==> config.mk <==
export PLATFORM = sky130hd
export DESIGN_NAME = ex_mem_skid_stage
export DESIGN_NICKNAME = d
export VERILOG_FILES = /design/src/rtl/ex_mem_skid_stage.sv
export SDC_FILE = /design/constraint.sdc
export NUM_CORES = 1
export LEC_CHECK = 0
export BUFFER_PORTS_ARGS = -buffer_cell sky130_fd_sc_hd__buf_2
export CAP_MARGIN = 20
export CELL_PAD_IN_SITES_DETAIL_PLACEMENT = 1
export CELL_PAD_IN_SITES_GLOBAL_PLACEMENT = 2
export CORE_ASPECT_RATIO = 0.75
export CORE_UTILIZATION = 34
export CTS_CLUSTER_DIAMETER = 150
export CTS_CLUSTER_SIZE = 24
export DETAILED_ROUTE_END_ITERATION = 10
export PLACE_DENSITY = 0.95
export REMOVE_ABC_BUFFERS = 1
export SKIP_LAST_GASP = 1
export SYNTH_ARGS = -nofsm -noshare
export SYNTH_HDL_FRONTEND = slang
export SYNTH_SLANG_ARGS = --single-unit
==> constraint.sdc <==
create_clock -name clk -period 4.6 [get_ports clk]
set_input_delay 0.46 -clock clk [delete_from_list [all_inputs] [get_ports clk]]
set_output_delay 0.46 -clock clk [all_outputs]
set_load 0.02 [all_outputs]
==> src/rtl/ex_mem_skid_stage.sv <==
// EX->MEM elastic boundary: a two-entry (main + skid) valid/ready stage that also
// decodes memory byte lanes, store-data alignment and branch resolution from the main entry.
module ex_mem_skid_stage #(
  parameter int XLEN   = 32,
  parameter int CTRL_W = 64,
  parameter int CNT_W  = 16
) (
  input  logic                   clk,
  input  logic                   rst,
  input  logic                   in_valid,
  output logic                   in_ready,
  input  logic [XLEN-1:0]        in_alu,
  input  logic [XLEN-1:0]        in_rs2,
  input  logic [XLEN-1:0]        in_pc,
  input  logic                   in_cmp,
  input  logic [6:0]             in_opcode,
  input  logic [2:0]             in_funct3,
  input  logic [CTRL_W-1:0]      in_ctrl,
  input  logic                   flush,
  output logic                   out_valid,
  input  logic                   out_ready,
  output logic [XLEN-1:0]        out_alu,
  output logic [XLEN-1:0]        out_wdata,
  output logic [XLEN/8-1:0]      out_byte_enable,
  output logic                   out_misaligned,
  output logic                   out_br_en,
  output logic [1:0]             out_pc_sel,
  output logic [XLEN-1:0]        out_pc,
  output logic [6:0]             out_opcode,
  output logic [2:0]             out_funct3,
  output logic [CTRL_W-1:0]      out_ctrl,
  output logic [CNT_W-1:0]       out_stall_cnt
);

  localparam int BE_W  = XLEN / 8;
  localparam int OFS_W = $clog2(BE_W);

  localparam logic [6:0] OP_LOAD  = 7'b0000011;
  localparam logic [6:0] OP_STORE = 7'b0100011;
  localparam logic [6:0] OP_BR    = 7'b1100011;
  localparam logic [6:0] OP_JAL   = 7'b1101111;
  localparam logic [6:0] OP_JALR  = 7'b1100111;

  typedef struct packed {
    logic [XLEN-1:0]   alu;
    logic [XLEN-1:0]   rs2;
    logic [XLEN-1:0]   pc;
    logic              cmp;
    logic [6:0]        opcode;
    logic [2:0]        funct3;
    logic [CTRL_W-1:0] ctrl;
  } entry_t;

  entry_t            main_q, main_d, skid_q, skid_d, in_entry;
  logic              main_v_q, main_v_d, skid_v_q, skid_v_d;
  logic [CNT_W-1:0]  stall_cnt_q, stall_cnt_d;
  logic              accept, fire;

  // Ready depends only on the skid flop, so the cache stall never reaches in_ready combinationally.
  assign in_ready  = ~skid_v_q & ~rst;
  assign out_valid = main_v_q & ~flush;
  assign accept    = in_valid & in_ready & ~flush;
  assign fire      = out_valid & out_ready;

  always_comb begin
    in_entry        = '0;
    in_entry.alu    = in_alu;
    in_entry.rs2    = in_rs2;
    in_entry.pc     = in_pc;
    in_entry.cmp    = in_cmp;
    in_entry.opcode = in_opcode;
    in_entry.funct3 = in_funct3;
    in_entry.ctrl   = in_ctrl;
  end

  always_comb begin
    main_d   = main_q;
    skid_d   = skid_q;
    main_v_d = main_v_q;
    skid_v_d = skid_v_q;
    if (flush) begin
      main_v_d = 1'b0;
      skid_v_d = 1'b0;
    end else begin
      case ({main_v_q, skid_v_q})
        2'b00: begin
          if (accept) begin
            main_d   = in_entry;
            main_v_d = 1'b1;
          end
        end
        2'b10: begin
          if (accept && fire) begin
            main_d = in_entry;
          end else if (accept) begin
            skid_d   = in_entry;
            skid_v_d = 1'b1;
          end else if (fire) begin
            main_v_d = 1'b0;
          end
        end
        2'b11: begin
          if (fire) begin
            main_d   = skid_q;
            skid_v_d = 1'b0;
          end
        end
        default: begin
          // Unreachable (skid without main); promote the skid entry to recover.
          main_d   = skid_q;
          main_v_d = 1'b1;
          skid_v_d = 1'b0;
        end
      endcase
    end
  end

  always_comb begin
    stall_cnt_d = stall_cnt_q;
    if (out_valid && !out_ready && (stall_cnt_q != {CNT_W{1'b1}})) begin
      stall_cnt_d = stall_cnt_q + 1'b1;
    end
  end

  always_ff @(posedge clk) begin
    if (rst) begin
      main_q      <= '0;
      skid_q      <= '0;
      main_v_q    <= 1'b0;
      skid_v_q    <= 1'b0;
      stall_cnt_q <= '0;
    end else begin
      main_q      <= main_d;
      skid_q      <= skid_d;
      main_v_q    <= main_v_d;
      skid_v_q    <= skid_v_d;
      stall_cnt_q <= stall_cnt_d;
    end
  end

  logic [OFS_W-1:0] ofs;
  logic [1:0]       size;
  logic [7:0]       size_mask;
  logic             mis_raw, is_mem;
  logic [BE_W-1:0]  be_mask;

  assign ofs    = main_q.alu[OFS_W-1:0];
  assign size   = main_q.funct3[1:0];
  assign is_mem = (main_q.opcode == OP_LOAD) || (main_q.opcode == OP_STORE);

  always_comb begin
    size_mask = 8'h01;
    mis_raw   = 1'b0;
    case (size)
      2'd0: begin size_mask = 8'h01; mis_raw = 1'b0; end
      2'd1: begin size_mask = 8'h03; mis_raw = ofs[0]; end
      2'd2: begin size_mask = 8'h0F; mis_raw = |ofs[1:0]; end
      default: begin size_mask = 8'hFF; mis_raw = (XLEN == 32) || (|ofs); end
    endcase
    be_mask = BE_W'(size_mask) << ofs;
  end

  always_comb begin
    out_byte_enable = '0;
    out_misaligned  = 1'b0;
    out_br_en       = 1'b0;
    out_pc_sel      = 2'd0;
    out_wdata       = main_q.rs2;
    if (main_q.opcode == OP_STORE) begin
      out_wdata = main_q.rs2 << {ofs, 3'b000};
    end
    if (out_valid) begin
      if (is_mem) begin
        out_misaligned  = mis_raw;
        out_byte_enable = mis_raw ? '0 : be_mask;
      end else begin
        out_byte_enable = '1;
      end
      case (main_q.opcode)
        OP_BR:   begin out_br_en = main_q.cmp; out_pc_sel = main_q.cmp ? 2'd1 : 2'd0; end
        OP_JAL:  begin out_br_en = 1'b1; out_pc_sel = 2'd1; end
        OP_JALR: begin out_br_en = 1'b1; out_pc_sel = 2'd2; end
        default: begin out_br_en = 1'b0; out_pc_sel = 2'd0; end
      endcase
    end
  end

  assign out_alu       = main_q.alu;
  assign out_pc        = main_q.pc;
  assign out_opcode    = main_q.opcode;
  assign out_funct3    = main_q.funct3;
  assign out_ctrl      = main_q.ctrl;
  assign out_stall_cnt = stall_cnt_q;

endmodule

==> Yosys cells after proc, flatten, opt, wreduce, memory -nomap -nowiden <==
Cells that the tools add are included.
{ "word_totals": {"ram_bits": 0, "in_bits": 176, "rom_bits": 0, "memories": 0, "regBits": 360, "out_inout_bits": 196, "latchBits": 0} }
{ "classes": {"muxes": 24, "reduce_logical": 14, "addsub": 1, "mul": 0, "div_mod_pow": 0, "n_shift": 2, "n_eq_ne": 17, "n_bitwise": 11, "n_lt_le_gt_ge": 0} }
{ "ops": {"columns": ["operator", "count"], "rows": [
  ["two-way mux 171 bit", 3],
  ["one-hot mux 171 bit (3 select lines)", 1],
  ["two-way mux 32 bit", 1],
  ["left shift 32 x 5 -> 32 bit", 1],
  ["== test 7 bit, second input constant", 3],
  ["adder 16 x 1 -> 16 bit, second input constant", 1],
  ["!= test 16 bit, second input constant", 1],
  ["!= test 2 bit, second input constant", 7],
  ["two-way mux 4 bit", 3],
  ["one-hot mux 4 bit (3 select lines)", 1],
  ["AND reduction 4 bit", 3],
  ["two-way mux 1 bit", 9],
  ["one-hot mux 1 bit (3 select lines)", 3],
  ["== test 7 x 2 -> 1 bit, second input constant", 1],
  ["== test 7 x 6 -> 1 bit, second input constant", 1],
  ["== test 2 bit, second input constant", 3],
  ["NOT 1 bit", 6],
  ["one-hot mux 2 bit (3 select lines)", 1],
  ["OR reduction 2 bit", 3],
  ["bitwise AND 1 bit", 5],
  ["AND reduction 5 bit", 1],
  ["zero test 2 bit", 2],
  ["left shift 4 x 2 -> 4 bit", 1],
  ["logical AND 1 bit", 3],
  ["5 further kinds", 5]
]} }

==> Longest topological paths before layout <==
{ "logic_depth": {"depth_word": 7, "depth_mapped": 8, "depth_no_buf": 5} }

==> Worst setup path before layout <==
No wires, ideal clock.
{ "synth_timing": {"path_type": "reg2out", "start": "reg main_q, in the netlist out_alu[1]", "end": "out out_misaligned", "path_slack_ns": 2.230, "arrival_time_ns": 1.910, "stages_incl_launch_ff": 4, "path_buffers": 1, "cell_sequence": "dfxtp_1 -> clkbuf_1 -> o21ai_0 -> a2111oi_0"} }
{ "synth_between": {"elab_chain_len": 4} }
{ "synth_lines": {"columns": ["item", "line", "source"], "rows": [
  ["start: declaration", "54", "entry_t main_q, main_d, skid_q, skid_d, in_entry;"],
  ["start signal: assignment", "133", "main_q <= main_d;"],
  ["OR reduction 2 bit", "157", "2'd2: begin size_mask = 8'h0F; mis_raw = |ofs[1:0]; end"],
  ["one-hot mux 1 bit (3 select lines)", "154", "case (size)"],
  ["two-way mux 1 bit", "173", "if (is_mem) begin"],
  ["two-way mux 1 bit", "172", "if (out_valid) begin"],
  ["end: declaration", "25", "output logic out_misaligned,"]
]} }
Every way passes these cells.

==> Final worst setup path <==
{ "layout_timing": {"start": "reg main_q, in the netlist out_alu[0]", "end": "out out_wdata[18]"} }
{ "layout_between": {"elab_chain_len": 2} }
{ "layout_lines": {"columns": ["item", "line", "source"], "rows": [
  ["left shift 32 x 5 -> 32 bit", "170", "out_wdata = main_q.rs2 << {ofs, 3'b000};"],
  ["two-way mux 32 bit", "169", "if (main_q.opcode == OP_STORE) begin"],
  ["end: declaration", "23", "output logic [XLEN-1:0] out_wdata,"]
]} }
Every way passes these cells.

==> results.md <==
- Pwr Density: between 300 and 400 nW/µm²
- Full die area: between 40,000 and 50,000 µm²
- Number of port buffers: approximately 370
- CP endpoint kind: primary output
- RSZ-0062 raised after global routing: false
- Worst path max stage delay: 930 ps
- Fin. max-slew vios: 0
- DRC Markers: 0
- Nets@finish: ~2,200
- Core area: between 40,000 and 50,000 µm²
- Post-synth ARST share: 0%
- Top cells by area, synth: dfxtp_1 45%, mux2i_1 11%, nand2_1 9.0%, a211oi_1 8.1%, buf_4 6.6%
- Sink Count: 360
- Initial antenna violation count: 11
- Crit path required time: 4140 ps
- Final-layout fill cell count: 5,566
- Finished Cell Area: about 18,000 µm²
- GR Util met2: a little under a third
- Slew of the pin with the lowest slew margin: between 1000 and 1500 ps
- CTS Buffer Depth: 3
- Vias in the first global route: between 10,000 and 15,000
- Cts hold-fix bufs: 0
- Warning count from the yosys run: 0
- Setup TNS Final: 0 ps
- Fin worst setup slack: between 700 and 800 ps
- Clock Latency Late Sink: roughly 540 ps
- Synthesized area per cell: 8.43 µm²
- WL final: approximately 46,000 µm
- CTS H-tree depth: 1
- Synth top area share: approximately 45%
- CTS tree: built
- Dpl ws: 1410 ps
- Via count: 13,390
- First-pass GRT wire length: about 70,000 µm
- DP Area: 17,200 µm²
- Initial core utilization: between 30% and 40%
- ANT nets after route: 0
- Critical Path Fanout Max: 15
- Multi-input gate area: approximately 7100 µm²
- Number of vias per cell: 5.05
- All-layer global routing usage: a little under a fifth
- Register area share after synthesis: a little under half
- Met3 Use GR: 5.97%
- Maximum vdd ir drop: roughly 230 µV
- Number of synthesized flops with an enable pin: 0
- GR Overflow Total: 0
- Site Rows: 68
- DRT Pass-1 Iters: 4
- DR iter-0 viols: 569
- Cts bufs inserted: 18
- CP Launch Type: flop
- Final std cells w/o fill: about 2,600
- Max transition margin: between 20% and 30%
- Die width: between 200 and 300 µm
- Area growth syn-to-layout: 11.0%
- Mapped Cells: roughly 1,900
- Clk_skew: roughly 15 ps
- Post-CTS Setup Inserts: 0
- Total I/O pin count: ~370
- Yosys top cell by area: dfxtp_1
- Placer Congestion: just over 0.8
- Slowest library cell on the worst path: dfxtp_1
- Post-CTS sizing: 0
- Period Utilization, post-route: between 80 and 90%
- Die height: 190 µm
- Clock Tree Root: clkbuf_16
- HP Class: in -> reg
- Clk pin slew, worst setup/hold paths: between 100 and 150 ps
- Maxcap violations: 0
- Global route hottest layer: met2
- CP Class: reg -> out
- Commonest cells in the netlist: 381 x nand2_1, 360 x dfxtp_1, 193 x nor2_1
- Post-Syn Area: approximately 16,000 µm²
- Layout cells sized above 1: between 20% and 30%
- Critical path buffers and inverters: 2
- Critical Path AT: roughly 3400 ps
- Yosys reg bits: between 300 and 400
- Cell Chain, Critical Path: inv_1 > nor2_1 > a22oi_1 > o21ai_0 > buf_2
- Top-count cell post-synth: nand2_1
- Dpl hpwl: between 30,000 and 40,000 µm
- Status: finished, final reports clean
- Max Freq: approximately 0.26 GHz
- Static leakage: between 6 and 7 nW
- Final hold vios: 0
- Post-synth top flop: dfxtp_1
- Drt wl/cell: 17.3 µm
- Count of different cell masters after synthesis: 44
- Final setup viols: 0
- Reg area: between 7000 and 8000 µm²
- Met1 GRT Util: a little under a quarter
- Crit-path leading delay family: flip-flops
- Fin crit period: 3810 ps
- Placed cells: about 2,600
- Largest net degree at the start of global routing: 172
## layer usage
layer,wire length (µm),vias to the layer above
met5,109,-
met4,894,18
met3,3610,62
met2,21100,295
met1,20200,6463
li1,-,6552
## area by class of cell
cell class / count / share of cell area (%)
Sequential cell: 360 / 40.7
Clock buffer: 20 / 2.71
Timing Repair Buffer: 388 / 11.8
Tap cell: 630 / 4.45
Inverter: 8 / 0.170
Multi-Input combinational cell: 1240 / 40.1
Antenna cell: 3 / 0.0424
## worst min-delay path, stage by stage
cell	delay, ps
buf_2	100
nand2_1	50
a21oi_1	50
## worst paths after layout
check	start	end	slack (ps)	cells past startpoint
hold reg to reg	skid_q[152]$_SDFFE_PP0P_	skid_q[152]$_SDFFE_PP0P_	460	2
setup / recovery	out_alu[0]$_SDFFE_PP0P_	out_wdata[18]	790	5
setup reg to reg	skid_v_q$_SDFFE_PP0P_	out_alu[5]$_SDFFE_PP0P_	1870	5
hold / removal	in_ctrl[32]	skid_q[32]$_SDFFE_PP0P_	150	3
## layout by cell type, fill, tap and decap left out, types with 2 or more instances in the layout
master     netlist  routed
a211oi_1       172     172
a21oi_1        189     189
a22oi_1          8       8
a311oi_1         2       2
and2_1          10      10
and3_1           3       2
buf_12           0       8
buf_2           44     370
buf_4          140       9
clkbuf_16        0      19
dfxtp_1        360     359
diode_2          0       3
inv_1            8       8
mux2_2           7       7
mux2i_1        180     180
nand2_1        381     381
nand2b_1         4       4
nand3_1          8       7
nand4_1          5       5
nor2_1         193     193
nor2b_1          7       7
nor3_1           7       7
nor3b_1          2       2
nor4_1           2       2
o21ai_0         26      26
o31ai_1         12      12
or4_1            5       5
## stage by stage
stage               total power, W  hold slack (ps)  util (%)
floorplan                  0.00370              430         -
global placement           0.00395              440      37.3
detailed placement         0.00398              448      37.3
CTS                        0.00579              119      38.4
global route               0.00596              132      38.4
finish                     0.00569              153      38.4
## power by group
group	switching [W]	internal, W
clock network	0.00104	0.000746
logic	0.000407	0.000233
registers	0.0000632	0.00320
total	0.00151	0.00418
## cell families (layout without fill, tap and decap cells)
family | count (synthesis) | after routing | share of synthesized area (%)
AO/OA/AOI/OAI | 415 | 415 | 16.2
adder cells (fa/ha/maj) | 1 | 1 | 0.0784
multiplexers | 187 | 187 | 11.8
AND/OR/NAND/NOR | 636 | 636 | 16.1
other | 0 | 3 | 0
flip-flops | 360 | 360 | 45.2
XOR/XNOR | 1 | 1 | 0.0549
buffers and inverters | 292 | 416 | 10.5
## registers in the layout, indices dropped and copies added, names as in the netlist
signal / flops
main_q: 33
skid_v_q: 1
out_stall_cnt: 16
out_alu: 32
skid_q: 171
out_pc: 32
out_opcode: 7
main_v_q: 1
out_funct3: 3
out_ctrl: 64
(Power assumes the default switching activity.)
